**src/rtl/adc_3.sv**
```systemverilog
// Serial ADC frame receiver: captures 16-bit MSB-first frames while CS is low
// and presents the low 12 bits as the converted sample, one conversion per CS window.
//
// state    | meaning
// IDLE     | waiting for CS low; first low edge captures bit 1
// RECEIVE  | shifting bits 2..16 of the frame
// DONE     | one-cycle completion, rx_done_tick high
// WAIT_CS  | frame consumed, ignoring SCLK until CS returns high
module adc_3 (
    input  logic        SCLK,
    input  logic        reset,
    input  logic        CS,
    input  logic        SDATA,
    output logic        rx_done_tick,
    output logic [15:0] b_reg,
    output logic [11:0] data_Out
);

    typedef enum logic [1:0] {IDLE, RECEIVE, DONE, WAIT_CS} state_t;

    state_t      state, state_next;
    logic [3:0]  n, n_next;
    logic [15:0] b_next;
    logic [11:0] data_next;

    always_ff @(posedge SCLK) begin
        if (reset) begin
            state        <= IDLE;
            n            <= 4'd0;
            b_reg        <= 16'h0000;
            data_Out     <= 12'h000;
            rx_done_tick <= 1'b0;
        end else begin
            state        <= state_next;
            n            <= n_next;
            b_reg        <= b_next;
            data_Out     <= data_next;
            // Registered copy of the Moore output so the tick leaves a flop
            rx_done_tick <= (state_next == DONE);
        end
    end

    always_comb begin
        state_next = state;
        n_next     = n;
        b_next     = b_reg;
        data_next  = data_Out;
        case (state)
            IDLE: begin
                if (!CS) begin
                    b_next     = {b_reg[14:0], SDATA};
                    n_next     = 4'd1;
                    state_next = RECEIVE;
                end
            end
            RECEIVE: begin
                if (CS) begin
                    n_next     = 4'd0;
                    state_next = IDLE;
                end else begin
                    b_next = {b_reg[14:0], SDATA};
                    if (n == 4'd15) begin
                        n_next     = 4'd0;
                        data_next  = {b_reg[10:0], SDATA};
                        state_next = DONE;
                    end else begin
                        n_next = n + 4'd1;
                    end
                end
            end
            DONE: begin
                state_next = CS ? IDLE : WAIT_CS;
            end
            WAIT_CS: begin
                if (CS) state_next = IDLE;
            end
            default: begin
                n_next     = 4'd0;
                state_next = IDLE;
            end
        endcase
    end

endmodule

```
**config.mk**
```make
export PLATFORM = sky130hd
export DESIGN_NAME = adc_3
export DESIGN_NICKNAME = d
export VERILOG_FILES = /design/src/rtl/adc_3.sv
export SDC_FILE = /design/constraint.sdc
export NUM_CORES = 1
export LEC_CHECK = 0
export CAP_MARGIN = 30
export CORE_ASPECT_RATIO = 0.75
export CORE_MARGIN = 5
export CORE_UTILIZATION = 47
export DETAILED_ROUTE_END_ITERATION = 16
export PLACE_DENSITY = 0.83
export SLEW_MARGIN = 20
export SYNTH_ARGS = -nofsm -noshare
export SYNTH_HDL_FRONTEND = slang
export SYNTH_SLANG_ARGS = --single-unit
```
**constraint.sdc**
```tcl
create_clock -name SCLK -period 1.9 [get_ports SCLK]
set_input_delay 0.475 -clock SCLK [delete_from_list [all_inputs] [get_ports SCLK]]
set_output_delay 0.475 -clock SCLK [all_outputs]
set_load 0.01 [all_outputs]
```
==> metrics.md <==
| Metric | Value |
|---|---|
| Clock buffer count from CTS | 5 |
| Max VDD drop | between 0.5 and 0.6 mV |
| Hold_sp | b_reg[15] |
| Resized Gates After CTS | 0 |
| Hold WS | between 0.4 and 0.5 ns |
| CTS tree | yes |
| Worst EP arrival | approximately 2.0 ns |
| Post-layout nets | between 200 and 250 |
| Hold-fix buffers, CTS | 0 |
| CORE AREA | approximately 0.0027 sq mm |
| Pwr/cell area | between 800 and 900 mW/mm^2 |
| Clock Path Buffers | 2 |
| Clock power share | a little under half |
| DRC | 0 |
| Setup slack, reg-to-reg | approximately 0.29 ns |
| Area Overhead vs Synth | 35.0% |
| Int Pwr | 1.19 mW |
| Final Skew | 0.00820 ns |
| RR Endpoint | data_Out[0] |
| Final wirelength | 3.25 mm |
| Worst Max-Slew Pin Slew | between 0.4 and 0.5 ns |
| CTS H-tree depth | 2 |
| Endpoint, Worst Hold | b_reg[15] |
| Worst R2R Path Depth | 4 |
| Max Fanout on Critical Path | 2 |
| Critical Path Max Stage Delay | ~0.47 ns |
| Slew Viols, Final | 0 |
| Max stage delay cell, worst path | or4_1 |
| Final worst setup slack | about 0.15 ns |
| ANT nets after route | 0 |
| Setup CP Type | input port to flop |
| Asr flop ratio synth | 0% |
| CTS root buf | clkbuf_8 |
| Clock Latency Late Sink | between 0.2 and 0.3 ns |
| Chip height | around 56 microns |
| Routed WL per cell | between 10 and 15 microns |
| Fmax | approximately 0.57 GHz |
| IO buf count | 32 |
| Worst hold path type | flop to flop |
| Clock transition at path regs | about 0.070 ns |
| Max reg flops | 16 |
| Layout cells sized above 1 | around 8.6% |
| Hold Path Depth | 2 |
| Main flop type after synthesis | dfxtp_1 |
| Router iterations before antenna repair | 4 |
| RSZ-0062 raised after global routing | false |
| Buf/Inv on CP | 1 |
| Tmin final | about 1.7 ns |
| Starting DRT DRC Count | approximately 110 |
| #FFs+latches synth | 35 |
| Dpl ws | -0.147 ns |
| Vias/cell | 5.30 |
| Post-route cell area | around 0.0018 sq mm |
| Finished Core Util | between 60% and 70% |
| Die W | about 70 microns |
| Post-synth EDFFs | 0 |
| Vias in the first global route | 1196 |
| Pin count of the biggest net entering global routing | 20 |
| Finish-stage setup viols | 0 |
| Full die area | around 0.0040 sq mm |
| Setup Fix Bufs, Post-CTS | 0 |
| Leak | 0.603 nW |
| Top-area cell type share of the netlist area | 52.1% |
| Psw | 0.304 mW |
| Synthesized instance count | between 150 and 200 |
| Via count | 1241 |
| Worst-path cell chain | clkdlybuf4s50_1, or3b_4, or4_1, a31oi_1 |
| Initial antenna violation count | 0 |
| YS warnings | 0 |
| Top cell family by delay on the critical path | simple AND/OR/NAND/NOR gates |
| R2R Path Start | n[0] |
| GPL Wtd Cong | 0.764 |
| Final HPWL from detailed placement | about 2.4 mm |
| Syn Nets | 170 |
| Switching Fraction | 20.3% |
| Post-synthesis sequential area ratio | 52.1% |
| Synth area leader | dfxtp_1 |
| Placed Area | about 0.0017 sq mm |
| Most common cell in the netlist | dfxtp_1 |
| Most frequent cells after synthesis | dfxtp_1 (35), nand2_1 (34), a21oi_1 (31) |
| Critical path required time | between 2 and 2.5 ns |
| Crit share post-route | 92.0% |
| I/O pin count | 33 |
| Initial Utilization | between 50 and 60% |
| Crit path capture type | flop |
| Cell Area, Synth | about 0.0013 sq mm |
| Yosys cell types | 25 |
| Grt ovf | 0 |
| Row count | 16 |
| Setup crit start kind | input port |
| Number of diodes | 0 |
| Relative slew slack | 67.0% |
| Syn Area/Cell | slightly above 8 sq um |
| Max_cap viols | 0 |
| Ranking of synthesized cells by area | dfxtp_1 (52%), a21oi_1 (12%), nand2_1 (9.5%) |
| Reg power frac | 49.9% |
| # clock sinks | 35 |
| GRT Util Overall | approximately 17% |
| Status | completed |
| Final hold vios | 0 |
| First-pass GRT wire length | 5.53 mm |
| Power share of the combinational group | under 10% |
per-stage QoR:
| stage | total power [mW] | instances | setup TNS [ns] |
|---|---|---|---|
| floorplan | 0.803 | 165 | 0 |
| global placement | 0.826 | 226 | -0.0847 |
| detailed placement | 0.829 | 226 | -0.166 |
| finish | 1.50 | 234 | 0 |
| global route | 1.54 | 234 | 0 |
| CTS | 1.50 | 234 | 0 |
cell usage in the layout (no fill, tap or decap):
cell and instances:
clkinv_2 1, a311oi_1 1, nor3_1 1, nor2_1 3, or4_1 1, ha_1 1, buf_4 7, mux2i_1 1
nor2b_1 3, clkdlybuf4s50_1 32, inv_1 2, a2bb2oi_1 1, or2_2 1, bufinv_16 1, or3b_4 1, o211ai_1 1
o21ai_0 16, a211oi_1 1, nand3_1 13, dfxtp_1 35, a21oi_1 31, a31oi_1 1, clkbuf_8 6, nand2_1 34
nor3b_1 2, and3_1 1
worst register-to-register path, stage by stage (launching register included):
cell	delay, ns
dfxtp_1	0.43
ha_1	0.28
nand3_1	0.38
o21ai_0	0.33
a21oi_1	0.10
final cells by class:
type                    instances  area [sq um]
clock buffers                   6          82.6
clock inverters                 2          35.0
fillers                       233           868
inverters                       2          7.51
multi-input cells             114           571
flip-flops and latches         35           701
well taps                      36          45.0
repair buffers                 39           373
layer usage:
metal	global-route usage [%]	vias up	part of all wire, %
met4	8.04	0	1.4
met1	21.6	576	45
met3	4.28	4	4.8
li1	-	626	-
met2	27.6	35	48
met5	0	-	0
kinds of logic (layout without fill, tap and decap cells):
family,after synthesis,count (layout),synth area share [%]
compound gates,52,52,20.4
fa+ha+maj,1,1,0.931
buf+inv,16,49,5.40
simple gates,60,60,20.4
mux,1,1,0.745
flops,35,35,52.1
power groups by stage:
stage / Sequential, mW / Clock [mW] / Combinational (mW)
6_report: 0.746 / 0.682 / 0.0669
3_5_place_dp: 0.763 / 0 / 0.0661
3_3_place_gp: 0.762 / 0 / 0.0637
5_1_grt: 0.747 / 0.724 / 0.0740
2_1_floorplan: 0.762 / 0 / 0.0405
4_1_cts: 0.746 / 0.688 / 0.0666
worst max path at each step:
stage | start | to | slack (ns) | depth (start not counted)
final | CS | n[3] | 0.15 | 4
after global routing | CS | n[3] | 0.08 | 4
after CTS | CS | n[3] | 0.15 | 4
after detailed placement | CS | n[3] | -0.15 | 4
after global placement | CS | n[3] | -0.08 | 4
after floorplan | CS | n[3] | 0.24 | 4
(Power assumes the default switching activity.)
